### src/rtl/pipe_hazard_ctrl_pkg.sv
// Shared types and helpers for the pipeline hazard controller.
// Shadow entry layout, zero-register test and forward-select constants.
package hazard_pkg;

    localparam int RD_MAX_W    = 8;
    localparam int ZERO_S      = 0;
    localparam int SEL_REGFILE = 0;

    typedef struct packed {
        logic                valid;
        logic [RD_MAX_W-1:0] rd;
        logic                is_load;
    } shadow_entry_t;

    // Scalar x0 and vector v0 share the low bits; only the file-select bit differs.
    function automatic logic is_zero_reg(
        input logic [RD_MAX_W-1:0] r,
        input int                  reg_w
    );
        logic [RD_MAX_W-1:0] vbit;
        vbit = RD_MAX_W'(1) << (reg_w - 1);
        return (r & ~vbit) == RD_MAX_W'(ZERO_S);
    endfunction

endpackage

### src/rtl/pipe_hazard_ctrl_if.sv
// ID-stage request and hazard-control response bundle.
// Stats counters exist only when HAZARD_STATS_EN is defined.
interface pipe_hazard_ctrl_if #(
    parameter int REG_W = 5,
    parameter int DEPTH = 3,
    parameter int SEL_W = $clog2(DEPTH + 1)
);
    logic             id_valid;
    logic [REG_W-1:0] id_rs1;
    logic [REG_W-1:0] id_rs2;
    logic             id_use_rs1;
    logic             id_use_rs2;
    logic [REG_W-1:0] id_rd;
    logic             id_wr;
    logic             id_is_load;
    logic             ex_branch_taken;
    logic             stall;
    logic             flush_if_id;
    logic             flush_id_ex;
    logic [SEL_W-1:0] fwd_a_sel;
    logic [SEL_W-1:0] fwd_b_sel;
    logic [DEPTH-1:0] busy_mask;
`ifdef HAZARD_STATS_EN
    logic [31:0]      stall_cycles;
    logic [31:0]      flush_count;

    modport master (
        output id_valid, id_rs1, id_rs2, id_use_rs1, id_use_rs2,
        output id_rd, id_wr, id_is_load, ex_branch_taken,
        input  stall, flush_if_id, flush_id_ex,
        input  fwd_a_sel, fwd_b_sel, busy_mask,
        input  stall_cycles, flush_count
    );
    modport slave (
        input  id_valid, id_rs1, id_rs2, id_use_rs1, id_use_rs2,
        input  id_rd, id_wr, id_is_load, ex_branch_taken,
        output stall, flush_if_id, flush_id_ex,
        output fwd_a_sel, fwd_b_sel, busy_mask,
        output stall_cycles, flush_count
    );
`else
    modport master (
        output id_valid, id_rs1, id_rs2, id_use_rs1, id_use_rs2,
        output id_rd, id_wr, id_is_load, ex_branch_taken,
        input  stall, flush_if_id, flush_id_ex,
        input  fwd_a_sel, fwd_b_sel, busy_mask
    );
    modport slave (
        input  id_valid, id_rs1, id_rs2, id_use_rs1, id_use_rs2,
        input  id_rd, id_wr, id_is_load, ex_branch_taken,
        output stall, flush_if_id, flush_id_ex,
        output fwd_a_sel, fwd_b_sel, busy_mask
    );
`endif
endinterface

### src/rtl/pipe_hazard_ctrl_match.sv
// Youngest-producer search for one source operand.
// Lowest shadow stage holding a matching destination wins.
module hazard_match
    import hazard_pkg::*;
#(
    parameter int REG_W = 5,
    parameter int DEPTH = 3,
    parameter int SEL_W = $clog2(DEPTH + 1)
) (
    input  shadow_entry_t [DEPTH-1:0] ent,
    input  logic [REG_W-1:0]          src,
    input  logic                      use_src,
    output logic                      hit,
    output logic [SEL_W-1:0]          stage,
    output logic                      is_load
);

    // Scan oldest to youngest so the youngest match overwrites the rest.
    always_comb begin
        hit     = 1'b0;
        stage   = '0;
        is_load = 1'b0;
        if (use_src && !is_zero_reg(RD_MAX_W'(src), REG_W)) begin
            for (int s = DEPTH - 1; s >= 0; s--) begin
                if (ent[s].valid && ent[s].rd == RD_MAX_W'(src)) begin
                    hit     = 1'b1;
                    stage   = SEL_W'(s);
                    is_load = ent[s].is_load;
                end
            end
        end
    end

endmodule

### src/rtl/pipe_hazard_ctrl.sv
// Hazard, forwarding and flush control over a tag shadow pipeline.
// Optional saturating stall/flush counters: define HAZARD_STATS_EN.
module pipe_hazard_ctrl
    import hazard_pkg::*;
#(
    parameter int REG_W      = 5,
    parameter int DEPTH      = 3,
    parameter int LOAD_STAGE = 2,
    parameter int SEL_W      = $clog2(DEPTH + 1)
) (
    input logic               clk,
    input logic               rst,
    pipe_hazard_ctrl_if.slave bus
);

    shadow_entry_t [DEPTH-1:0] sh_q, sh_d;
    logic [SEL_W-1:0]          fwd_a_q, fwd_a_d;
    logic [SEL_W-1:0]          fwd_b_q, fwd_b_d;
    logic                      hit_a, hit_b, ld_a, ld_b;
    logic [SEL_W-1:0]          stg_a, stg_b, sel_a, sel_b;
    logic                      haz_a, haz_b, stall, issue;

    hazard_match #(.REG_W(REG_W), .DEPTH(DEPTH), .SEL_W(SEL_W)) u_match_a (
        .ent     (sh_q),
        .src     (bus.id_rs1),
        .use_src (bus.id_use_rs1),
        .hit     (hit_a),
        .stage   (stg_a),
        .is_load (ld_a)
    );

    hazard_match #(.REG_W(REG_W), .DEPTH(DEPTH), .SEL_W(SEL_W)) u_match_b (
        .ent     (sh_q),
        .src     (bus.id_rs2),
        .use_src (bus.id_use_rs2),
        .hit     (hit_b),
        .stage   (stg_b),
        .is_load (ld_b)
    );

    // Producer advances one stage by the time the consumer reaches EX.
    function automatic logic [SEL_W:0] resolve(
        input logic             hit,
        input logic [SEL_W-1:0] st,
        input logic             ld
    );
        int nxt;
        nxt = int'(st) + 1;
        if (!hit || nxt >= DEPTH)
            return {1'b0, SEL_W'(SEL_REGFILE)};
        if (ld && nxt < LOAD_STAGE)
            return {1'b1, SEL_W'(SEL_REGFILE)};
        return {1'b0, SEL_W'(nxt)};
    endfunction

    // Interlock, issue decision, shadow shift and next forward selects.
    always_comb begin
        {haz_a, sel_a} = resolve(hit_a, stg_a, ld_a);
        {haz_b, sel_b} = resolve(hit_b, stg_b, ld_b);
        stall = bus.id_valid & (haz_a | haz_b) & ~bus.ex_branch_taken;
        issue = bus.id_valid & ~stall & ~bus.ex_branch_taken;
        sh_d  = '0;
        if (issue && bus.id_wr) begin
            sh_d[0].valid   = 1'b1;
            sh_d[0].rd      = RD_MAX_W'(bus.id_rd);
            sh_d[0].is_load = bus.id_is_load;
        end
        for (int k = 1; k < DEPTH; k++)
            sh_d[k] = sh_q[k-1];
        fwd_a_d = issue ? sel_a : SEL_W'(SEL_REGFILE);
        fwd_b_d = issue ? sel_b : SEL_W'(SEL_REGFILE);
    end

    // Shadow pipeline and registered EX operand selects.
    always_ff @(posedge clk or negedge rst) begin
        if (!rst) begin
            sh_q    <= '0;
            fwd_a_q <= '0;
            fwd_b_q <= '0;
        end else begin
            sh_q    <= sh_d;
            fwd_a_q <= fwd_a_d;
            fwd_b_q <= fwd_b_d;
        end
    end

    // Debug view of which shadow stages hold a pending write.
    always_comb begin
        for (int k = 0; k < DEPTH; k++)
            bus.busy_mask[k] = sh_q[k].valid;
    end

    assign bus.stall       = stall;
    assign bus.flush_if_id = bus.ex_branch_taken;
    assign bus.flush_id_ex = bus.ex_branch_taken;
    assign bus.fwd_a_sel   = fwd_a_q;
    assign bus.fwd_b_sel   = fwd_b_q;

`ifdef HAZARD_STATS_EN
    logic [31:0] stall_cycles_q, stall_cycles_d;
    logic [31:0] flush_count_q, flush_count_d;

    // Saturating event counters.
    always_comb begin
        stall_cycles_d = stall_cycles_q;
        flush_count_d  = flush_count_q;
        if (stall && stall_cycles_q != '1)
            stall_cycles_d = stall_cycles_q + 32'd1;
        if (bus.ex_branch_taken && flush_count_q != '1)
            flush_count_d = flush_count_q + 32'd1;
    end

    // Counter registers.
    always_ff @(posedge clk or negedge rst) begin
        if (!rst) begin
            stall_cycles_q <= '0;
            flush_count_q  <= '0;
        end else begin
            stall_cycles_q <= stall_cycles_d;
            flush_count_q  <= flush_count_d;
        end
    end

    assign bus.stall_cycles = stall_cycles_q;
    assign bus.flush_count  = flush_count_q;
`endif

endmodule

### src/flat_wrapper.sv
// flat-port wrapper written by rule: the top's interface ports become plain ports
module pipe_hazard_ctrl_flat import hazard_pkg::*;
#(
    parameter int REG_W      = 5,
    parameter int DEPTH      = 3,
    parameter int LOAD_STAGE = 2,
    parameter int SEL_W      = $clog2(DEPTH + 1)
)
  (clk, rst, bus_id_valid, bus_id_rs1, bus_id_rs2, bus_id_use_rs1, bus_id_use_rs2, bus_id_rd, bus_id_wr, bus_id_is_load, bus_ex_branch_taken, bus_stall, bus_flush_if_id, bus_flush_id_ex, bus_fwd_a_sel, bus_fwd_b_sel, bus_busy_mask);
  pipe_hazard_ctrl_if #(.REG_W(REG_W), .DEPTH(DEPTH), .SEL_W(SEL_W)) bus_i ();
  input logic clk;
  input logic rst;
  input wire logic [$bits(bus_i.id_valid)-1:0] bus_id_valid;
  input wire logic [$bits(bus_i.id_rs1)-1:0] bus_id_rs1;
  input wire logic [$bits(bus_i.id_rs2)-1:0] bus_id_rs2;
  input wire logic [$bits(bus_i.id_use_rs1)-1:0] bus_id_use_rs1;
  input wire logic [$bits(bus_i.id_use_rs2)-1:0] bus_id_use_rs2;
  input wire logic [$bits(bus_i.id_rd)-1:0] bus_id_rd;
  input wire logic [$bits(bus_i.id_wr)-1:0] bus_id_wr;
  input wire logic [$bits(bus_i.id_is_load)-1:0] bus_id_is_load;
  input wire logic [$bits(bus_i.ex_branch_taken)-1:0] bus_ex_branch_taken;
  output wire logic [$bits(bus_i.stall)-1:0] bus_stall;
  output wire logic [$bits(bus_i.flush_if_id)-1:0] bus_flush_if_id;
  output wire logic [$bits(bus_i.flush_id_ex)-1:0] bus_flush_id_ex;
  output wire logic [$bits(bus_i.fwd_a_sel)-1:0] bus_fwd_a_sel;
  output wire logic [$bits(bus_i.fwd_b_sel)-1:0] bus_fwd_b_sel;
  output wire logic [$bits(bus_i.busy_mask)-1:0] bus_busy_mask;
  assign bus_i.id_valid = bus_id_valid;
  assign bus_i.id_rs1 = bus_id_rs1;
  assign bus_i.id_rs2 = bus_id_rs2;
  assign bus_i.id_use_rs1 = bus_id_use_rs1;
  assign bus_i.id_use_rs2 = bus_id_use_rs2;
  assign bus_i.id_rd = bus_id_rd;
  assign bus_i.id_wr = bus_id_wr;
  assign bus_i.id_is_load = bus_id_is_load;
  assign bus_i.ex_branch_taken = bus_ex_branch_taken;
  assign bus_stall = bus_i.stall;
  assign bus_flush_if_id = bus_i.flush_if_id;
  assign bus_flush_id_ex = bus_i.flush_id_ex;
  assign bus_fwd_a_sel = bus_i.fwd_a_sel;
  assign bus_fwd_b_sel = bus_i.fwd_b_sel;
  assign bus_busy_mask = bus_i.busy_mask;
  pipe_hazard_ctrl #(.REG_W(REG_W), .DEPTH(DEPTH), .LOAD_STAGE(LOAD_STAGE), .SEL_W(SEL_W)) u_core (.clk(clk), .rst(rst), .bus(bus_i));
endmodule
### config.mk
export PLATFORM = sky130hd
export DESIGN_NAME = pipe_hazard_ctrl_flat
export DESIGN_NICKNAME = d
export VERILOG_FILES = /design/src/rtl/pipe_hazard_ctrl_pkg.sv /design/src/rtl/pipe_hazard_ctrl_if.sv /design/src/rtl/pipe_hazard_ctrl_match.sv /design/src/rtl/pipe_hazard_ctrl.sv /design/src/flat_wrapper.sv
export SDC_FILE = /design/constraint.sdc
export NUM_CORES = 1
export LEC_CHECK = 0
export ABC_AREA = 1
export BUFFER_PORTS_ARGS = -buffer_cell sky130_fd_sc_hd__buf_2
export CORE_MARGIN = 2
export CORE_UTILIZATION = 50
export CTS_BUF_LIST = sky130_fd_sc_hd__clkbuf_8
export DETAILED_ROUTE_END_ITERATION = 10
export PLACE_DENSITY_LB_ADDON = 0.12
export REMOVE_ABC_BUFFERS = 1
export SYNTH_ARGS = -nofsm -noshare
export SYNTH_HDL_FRONTEND = slang
export SYNTH_SLANG_ARGS = --single-unit
### constraint.sdc
create_clock -name clk -period 2.93 [get_ports clk]
set_input_delay 0 -clock clk [delete_from_list [all_inputs] [get_ports clk]]
set_output_delay 0 -clock clk [all_outputs]
set_load 0.05 [all_outputs]
==> impl_results.md, run 1 <==
- Post-synthesis sequential area ratio: 0.400
- CTS Buf Count: 3
- DRT iter0 DRCs: 73
- NetSw: 0.183 mW
- R2R depth: 15
- H-tree levels: 1
- Slew Limit Headroom: 0.631
- Die boundary width: 59.9 um
- Area share of the largest cell type after synthesis: 0.400
- FF+latch count, synth: 25
- Post-Syn Area per Cell: 6.85 um2
- GPL Wtd Cong: 0.963
- Comb power frac: 0.168
- Total congestion overflow: 0
- Pre-CTS setup slack: 784 ps
- Final WS setup: 504 ps
- Max VDD drop: 0.243 mV
- Max Root-Sink Buffers: 2
- Clock Skew: 2.76 ps
- DP Cell Count: 288
- Crit-path max FO: 5
- Min Tclk post-route: 2430 ps
- Final core utilization: 0.613
- CTS sink count: 25
- Worst Tran Pin Value: 554 ps
- RSZ-0062 raised after global routing: no
- IO buf count: 32
- Router iterations before antenna repair: 4
- DRC: 0
- CTS root buffer: clkbuf_8
- Worst reg2reg setup slack: 850 ps
- Worst Setup End Kind: output pin
- Synth top area cells: dfrtp_1 40%, nand2_1 19%, inv_1 8.9%
- Number of synthesized flops with an enable pin: 0
- Setup-failing EPs final: 0
- Pin count of the biggest net entering global routing: 26
- Synth Warn #: 0
- Switching portion of total power: 0.274
- Vias in the first global route: 1303
- Achievable Freq: 0.412 GHz
- Placement Rows: 20
- CP Class: reg2out
- # diodes: 0
- Filler instances: 305
- Core footprint: 0.00300 mm2
- Power share of the clock group: 0.295
- Final Instance Count excl. Fillers: 299
- Hold Crit Depth: 3
- Final setup TNS: 0 ps
- Register area: 626 um2
- Most frequent cell after synthesis: nand2_1
- Hold Slack: 74.5 ps
- Hold Crit Endpoint: u_core.sh_d[12]$_DFF_PN0_
- Max Cap Violations: 0
- R2R Path End: u_core.bus.busy_mask[0]$_DFF_PN0_
- Slew Viols, Final: 0
- Post-synth top cells: 78 x nand2_1, 37 x inv_1, 37 x nor2_1
- Initial antenna violation count: 0
- Final net count: 294
- I/O Pins: 33
- Syn Inst Count: 228
- DRT Wirelength: 3.40 mm
- Final hold vios: 0
- Req. time, crit path: 2930 ps
- Part of the cycle the worst path needs: 0.828
- Worst EP arrival: 2430 ps
- Internal power: 0.486 mW
- Power Density: 364 mW/mm2
- Die Span Y: 59.9 um
- CP Launch Type: register
- Status: finished clean
- Clock Latency Late Sink: 260 ps
- CTS tree: done
- Die Area: 0.00359 mm2
- Cell taking the most area after synthesis: dfrtp_1
- Dpl hpwl: 2.74 mm
- First-pass GRT wire length: 5.62 mm
- R2R Path Start: u_core.sh_d[11]$_DFF_PN0_
- Synth Cell Area: 0.00156 mm2
- Area growth, synth to finish: 17.9%
- Clock transition at path regs: 80 ps
- Area occupied by multi-input gates: 738 um2
- Via Count: 1430
- Hold Path Origin: bus_id_wr
- Share of layout cells above drive strength 1: 0.192
- LEAKAGE: 1.08 nW
- Starting density of the core: 0.520
- Routed len/inst: 11.4 um
- HP Class: in2reg
- Main synth FF type: dfrtp_1
- Routed vias/inst: 4.78
- Ys async rst share: 1.00
- Gr usage total: 0.214
- Sequential share of power: 0.538
- Count of cell types in the netlist: 21
- ANT nets after route: 0
## critical path, stage by stage, from the launching register on
cell and delay [ps]:
dfrtp_1 410, inv_1 110, nand2_1 70, o21ai_0 70, nor2_1 80, nand3_2 110, nand2_1 60, nor2_1 150
inv_1 100, ha_1 200, nor3_1 160, nand2_1 70, inv_1 70, nand3_2 100, a21oi_1 130, buf_2 270
## placed cells by master, fill, tap and decap left out, drive strengths merged, types with 2 or more instances in the layout
master and n:
nand2 78, inv 44, nor2 39, buf 32, dfrtp 25, nand3 13, o21ai 8, dlygate4sd3 7
ha 4, a21oi 4, nand4 4, clkbuf 3, xor2 2
## state kept, by name, indices dropped and copies added, names as in the netlist
name / flops
u_core.sh_d: 12
u_core.bus.busy_mask: 3
u_core.bus.fwd_b_sel: 2
u_core.bus.fwd_a_sel: 2
u_core.sh_q: 6
## power groups by stage
stage          sequential (mW)  clock (mW)  combinational [mW]
3_5_place_dp             0.367           0               0.105
4_1_cts                  0.360       0.202               0.113
3_3_place_gp             0.367           0               0.105
5_1_grt                  0.361       0.218               0.127
2_1_floorplan            0.370           0              0.0505
6_report                 0.360       0.197               0.112
## logic make-up after synthesis
group | synth area share
AND/OR/NAND/NOR | 0.379
buffers and inverters | 0.127
flip-flops | 0.400
AO/OA/AOI/OAI | 0.0504
adder cells (fa/ha/maj) | 0.0320
XOR/XNOR | 0.0112
## metal layers
metal,part of all wire,vias up,wire length [um],global-route usage
met2,0.44,34,1500,0.331
met4,0.0053,0,18,0.0476
met3,0.053,2,179,0.0455
met1,0.50,636,1710,0.308
met5,0,-,0,0
li1,-,758,-,-
## final cells by class
class                           count  share of cell area
Inverter                           43              0.0876
Clock buffer                        3              0.0224
Multi-Input combinational cell    155               0.401
Tap cell                           33              0.0224
Clock inverter                      1             0.00204
Sequential cell                    25               0.340
Timing Repair Buffer               39               0.125
## through the flow
step,total power [mW],cell area [um2]
floorplan,0.421,1530
global placement,0.472,1730
detailed placement,0.472,1730
CTS,0.675,1840
global route,0.707,1840
finish,0.670,1840
## worst max path at each step
stage / from / to / slack [ps] / cells past startpoint
finish: u_core.sh_d[11]$_DFF_PN0_ / bus_stall / 500 / 15
global route: u_core.sh_d[11]$_DFF_PN0_ / bus_stall / 250 / 15
CTS: u_core.sh_d[23]$_DFF_PN0_ / bus_stall / 490 / 13
detailed placement: u_core.sh_d[23]$_DFF_PN0_ / bus_stall / 780 / 13
global placement: u_core.sh_d[23]$_DFF_PN0_ / bus_stall / 870 / 13
floorplan: u_core.bus.busy_mask[0]$_DFF_PN0_ / bus_stall / 340 / 11
## what timing repair did
| action | in CTS | in global routing |
|---|---|---|
| buffers inserted | 0 | 0 |
| hold buffers | 7 | 0 |
| gates resized for setup | 0 | 0 |
| endpoints found under the hold margin | 31 | 0 |
Power figures use the tool's default switching activity.
==> run 2, diff against run 1 <==
==> constraint.sdc (replaced) <==
create_clock -name clk -period 2.5 [get_ports clk]
set_input_delay 0 -clock clk [delete_from_list [all_inputs] [get_ports clk]]
set_output_delay 0 -clock clk [all_outputs]
set_load 0.05 [all_outputs]
==> run 2 against run 1 <==
  * Count of clock-buffer cells in the layout unchanged
  * Clock power increased by 19%
  * Final cell count increased by 1.3%
  * Global-route usage increased by 0.73 points
  * Critical path type unchanged
  * Critical endpoint unchanged
==> impl_results.md, run 2 (synthesized netlist as in run 1, its figures left out) <==
- IO buf count: 32
- CP Cell Sequence: inv_1 > nand2_1 > a21oi_2 > nand3_2 > nand4_1 > inv_1 > ha_1 > nor3_2 > nand2_1 > inv_1 > nand3_2 > a21oi_1 > buf_4
- CTS tree: done
- First-pass GRT wire length: 5.71 mm
- Commonest non-fill, non-tap cell in the layout: nand2_1
- DRT Wirelength: 3.52 mm
- Share of layout cells above drive strength 1: 0.219
- DP Cell Count: 288
- Worst Path Buf+Inv: 4
- Hold Slack: 72.0 ps
- Max Root-Sink Buffers: 2
- Routed len/inst: 11.6 um
- CTS sink count: 25
- Initial antenna violation count: 0
- Worst reg2reg setup slack: 490 ps
- Max FFs per register: 12
- Post-DP Area: 0.00173 mm2
- Slew Limit Headroom: 0.637
- Pre-CTS setup slack: 350 ps
- Max VDD drop: 0.323 mV
- DRT iter0 DRCs: 67
- Status: finished clean
- # diodes: 0
- Die Span Y: 59.9 um
- CTS Buf Count: 3
- Crit path max-delay family: simple AND/OR/NAND/NOR gates
- Slew Viols, Final: 0
- Critical path's largest stage delay: 410 ps
- Vias in the first global route: 1309
- Area occupied by multi-input gates: 754 um2
- Die boundary width: 59.9 um
- Final Instance Count excl. Fillers: 303
- Most frequent CP cell: inv_1
- Starting density of the core: 0.520
- I/O Pins: 33
- Final core utilization: 0.630
- Die Area: 0.00359 mm2
- Design area: 0.00189 mm2
- Filler instances: 292
- Dpl hpwl: 2.72 mm
- Part of the cycle the worst path needs: 0.921
- Clock Skew: 3.47 ps
- Router iterations before antenna repair: 4
- Clock transition at path regs: 90 ps
- Max Cap Violations: 0
- ANT nets after route: 0
- LEAKAGE: 1.10 nW
- Area growth, synth to finish: 21.0%
- DRC: 0
- CP Launch Type: register
- Worst EP arrival: 2300 ps
- Final net count: 298
- Core footprint: 0.00300 mm2
- Total congestion overflow: 0
- Worst Tran Pin Value: 544 ps
- Slowest stage cell, crit path: dfrtp_1
- Placement Rows: 20
- Achievable Freq: 0.434 GHz
- Worst Setup End Kind: output pin
- Final hold vios: 0
- Final WS setup: 198 ps
- Pin count of the biggest net entering global routing: 26
- Min Tclk post-route: 2300 ps
- GPL Wtd Cong: 0.963
- Req. time, crit path: 2500 ps
- H-tree levels: 1
- Commonest cells after routing, fill and taps aside: 78 x nand2_1, 37 x inv_1, 36 x nor2_1
- Setup-failing EPs final: 0
- Power Density: 419 mW/mm2
- Clock Latency Late Sink: 270 ps
- Routed vias/inst: 4.83
- Gr usage total: 0.221
- CP Class: reg2out
- Register area: 626 um2
- Crit-path max FO: 5
- HP Class: in2reg
- CTS root buffer: clkbuf_8
- Via Count: 1463
run 2: cell type report:
cell class                 instances  share of cell area
tap                               33              0.0218
clock inverter                     1             0.00199
sequential                        25               0.331
inverter                          43              0.0854
timing repair buffer              43               0.139
multi-input combinational        155               0.399
clock buffer                       3              0.0218
run 2: report_power, final:
group | switching (mW) | total [mW] | internal (mW)
clock network | 0.125 | 0.235 | 0.110
registers | 0.00874 | 0.422 | 0.413
logic | 0.0860 | 0.134 | 0.0483
total | 0.220 | 0.792 | 0.572
run 2: metrics by stage:
step           setup TNS [ps]  power [mW]
5_1_grt                 -3.63       0.842
4_1_cts                     0       0.797
6_report                    0       0.792
2_1_floorplan           -88.1       0.493
3_3_place_gp                0       0.553
3_5_place_dp                0       0.554
run 2: repair_timing:
item / in CTS / in global routing
hold endpoints to repair: 31 / 0
setup buffers: 0 / 4
hold buffers: 7 / 0
endpoints found under the setup margin: 0 / 1
gates resized for setup: 0 / 7
run 2: worst reg2reg max path, delay by kind of cell, from the launching register on:
family,cells,cell delay [ps]
adder cells (fa/ha/maj),1,190
AO/OA/AOI/OAI,1,150
flip-flops,1,410
buffers and inverters,4,290
AND/OR/NAND/NOR,7,860
run 2: worst paths after layout:
kind | start | end | cells after the start
worst min register to register | u_core.sh_d[20]$_DFF_PN0_ | u_core.sh_q[20]$_DFF_PN0_ | 0
worst min-delay path | bus_id_wr | u_core.sh_d[12]$_DFF_PN0_ | 3
min in group asynchronous | rst | u_core.sh_d[23]$_DFF_PN0_ | 2
worst max-delay path | u_core.sh_d[23]$_DFF_PN0_ | bus_stall | 13
max in group asynchronous | rst | u_core.bus.fwd_b_sel[0]$_DFF_PN0_ | 2
worst max register to register | u_core.sh_d[23]$_DFF_PN0_ | u_core.bus.busy_mask[0]$_DFF_PN0_ | 13
run 2: per-layer routing:
layer / GRT usage / wire (um)
met1: 0.313 / 1720
met4: 0.0762 / 50
met2: 0.334 / 1530
met5: 0 / 0
met3: 0.0498 / 218
==> run 3, diff against run 2 <==
--- a/config.mk
+++ b/config.mk
@@ -7,6 +7,7 @@
 export LEC_CHECK = 0
 export ABC_AREA = 1
 export BUFFER_PORTS_ARGS = -buffer_cell sky130_fd_sc_hd__buf_2
+export CORE_ASPECT_RATIO = 0.5
 export CORE_MARGIN = 2
 export CORE_UTILIZATION = 50
 export CTS_BUF_LIST = sky130_fd_sc_hd__clkbuf_8
==> run 3 against run 2 <==
  * Combinational power barely moved
  * Die area rose by 0.76%
  * Largest cell class unchanged
  * Clock power rose by 9.4%
  * Register-to-register slack barely moved
  * Cell area rose by 0.93%
  * Sequential share of layout area fell by 0.30 points
  * Global-route usage fell by 0.59 points
==> impl_results.md, run 3 (synthesized netlist as in run 1, its figures left out) <==
- Status: finished clean
- Routed vias/inst: 4.81
- Slew Limit Headroom: 0.623
- Final Instance Count excl. Fillers: 307
- Crit-path max FO: 5
- Area growth, synth to finish: 22.1%
- LEAKAGE: 1.08 nW
- IO buf count: 32
- Part of the cycle the worst path needs: 0.922
- Gr usage total: 0.215
- ANT nets after route: 0
- CTS sink count: 25
- Max Root-Sink Buffers: 2
- Core footprint: 0.00300 mm2
- CP Class: reg2out
- Final hold vios: 0
- Power share of the clock group: 0.316
- Starting density of the core: 0.522
- # diodes: 0
- Worst reg2reg setup slack: 500 ps
- Die Span Y: 43.5 um
- GRT Max-Usage Layer: met2
- HP Class: in2reg
- Routed len/inst: 11.8 um
- Setup-failing EPs final: 0
- Die Area: 0.00362 mm2
- Internal power: 0.575 mW
- CP Launch Type: register
- Clock Latency Late Sink: 280 ps
- DP Cell Count: 295
- Pin count of the biggest net entering global routing: 26
- Final WS setup: 194 ps
- Comb power frac: 0.167
- Switching portion of total power: 0.293
- Placement Rows: 14
- I/O Pins: 33
- RSZ-0062 raised after global routing: no
- Router iterations before antenna repair: 4
- CTS tree: done
- R2R depth: 14
- Area occupied by multi-input gates: 778 um2
- Max Cap Violations: 0
- DRC: 0
- Hold Crit Depth: 3
- GR Util met1: 0.298
- Slew Viols, Final: 0
- CTS Buf Count: 3
- H-tree levels: 1
- Worst EP arrival: 2310 ps
- GPL Wtd Cong: 0.914
- Pre-CTS setup slack: 357 ps
- Min Tclk post-route: 2310 ps
- Worst Tran Pin Value: 566 ps
- Met3 Usage GRT: 0.0457
- Max FFs per register: 12
- Total congestion overflow: 0
- Clock transition at path regs: 100 ps
- Via Count: 1476
- First-pass GRT wire length: 6.01 mm
- DRT Wirelength: 3.61 mm
- Register area: 626 um2
- Commonest non-fill, non-tap cell in the layout: nand2_1
- Vias in the first global route: 1365
- Filler instances: 302
- Achievable Freq: 0.434 GHz
- Commonest cells after routing, fill and taps aside: 77 x nand2_1, 35 x nor2_1, 32 x inv_1
- Dpl hpwl: 2.80 mm
- Max VDD drop: 0.242 mV
- Share of layout cells above drive strength 1: 0.247
- Worst Setup End Kind: output pin
- Initial antenna violation count: 0
- Met2 Use GR: 0.356
- Clock Skew: 6.79 ps
- Req. time, crit path: 2500 ps
- Die boundary width: 83.1 um
- Power Density: 427 mW/mm2
- Sequential share of power: 0.518
- Final net count: 295
- NetSw: 0.239 mW
- DRT iter0 DRCs: 85
- CTS root buffer: clkbuf_8
[run 3: worst max-delay path: stages (launching register included)]
cell	delay (ps)
dfrtp_1	400
inv_1	80
nand2_1	60
nand2_1	50
nor2_1	110
nand3_2	170
nand4_1	190
inv_2	60
ha_2	170
nor3_2	160
nand2_1	80
inv_2	80
nand3_4	90
a21oi_2	160
buf_6	170
[run 3: worst paths after layout]
| kind | startpoint | to |
|---|---|---|
| max | u_core.sh_d[22]$_DFF_PN0_ | bus_stall |
| min | bus_id_wr | u_core.sh_d[12]$_DFF_PN0_ |
| max reg2reg | u_core.sh_d[22]$_DFF_PN0_ | u_core.sh_d[15]$_DFF_PN0_ |
| min reg2reg | u_core.sh_d[20]$_DFF_PN0_ | u_core.sh_q[20]$_DFF_PN0_ |
| max in group asynchronous | rst | u_core.sh_d[21]$_DFF_PN0_ |
| min in group asynchronous | rst | u_core.bus.busy_mask[0]$_DFF_PN0_ |
[run 3: final cells by class]
class                   instances  area share
flip-flops and latches         25       0.328
repair buffers                 40       0.128
inverters                      43      0.0846
multi-input cells             155       0.408
clock inverters                 1     0.00393
well taps                      40      0.0262
clock buffers                   3      0.0216
[run 3: through the flow]
| step | power (mW) | TNS, ps | hold slack [ps] | instance area [um2] | utilization |
|---|---|---|---|---|---|
| floorplan | 0.493 | -88.1 | -296 | 1530 | - |
| CTS | 0.812 | 0 | 40.1 | 1850 | 0.619 |
| global route | 0.857 | 0 | 43.4 | 1910 | 0.637 |
| finish | 0.814 | 0 | 36.8 | 1910 | 0.637 |
| global placement | 0.551 | 0 | 34.9 | 1740 | 0.579 |
| detailed placement | 0.552 | 0 | 32.4 | 1740 | 0.579 |
[run 3: what timing repair did]
item,CTS,global route
buffers inserted,0,1
endpoints found under the setup margin,0,1
hold buffers,7,0
hold endpoints to repair,31,0
resized for setup,0,19
[run 3: routing by layer]
metal,wire length (um),up-vias
li1,-,757
met1,1800,676
met2,1550,37
met3,219,6
met4,46,0
met5,0,-
[run 3: power groups by stage]
stage	clock [mW]	sequential (mW)	combinational, mW
2_1_floorplan	0	0.434	0.0592
3_3_place_gp	0	0.429	0.122
3_5_place_dp	0	0.429	0.123
4_1_cts	0.259	0.421	0.132
5_1_grt	0.282	0.423	0.152
6_report	0.257	0.421	0.136
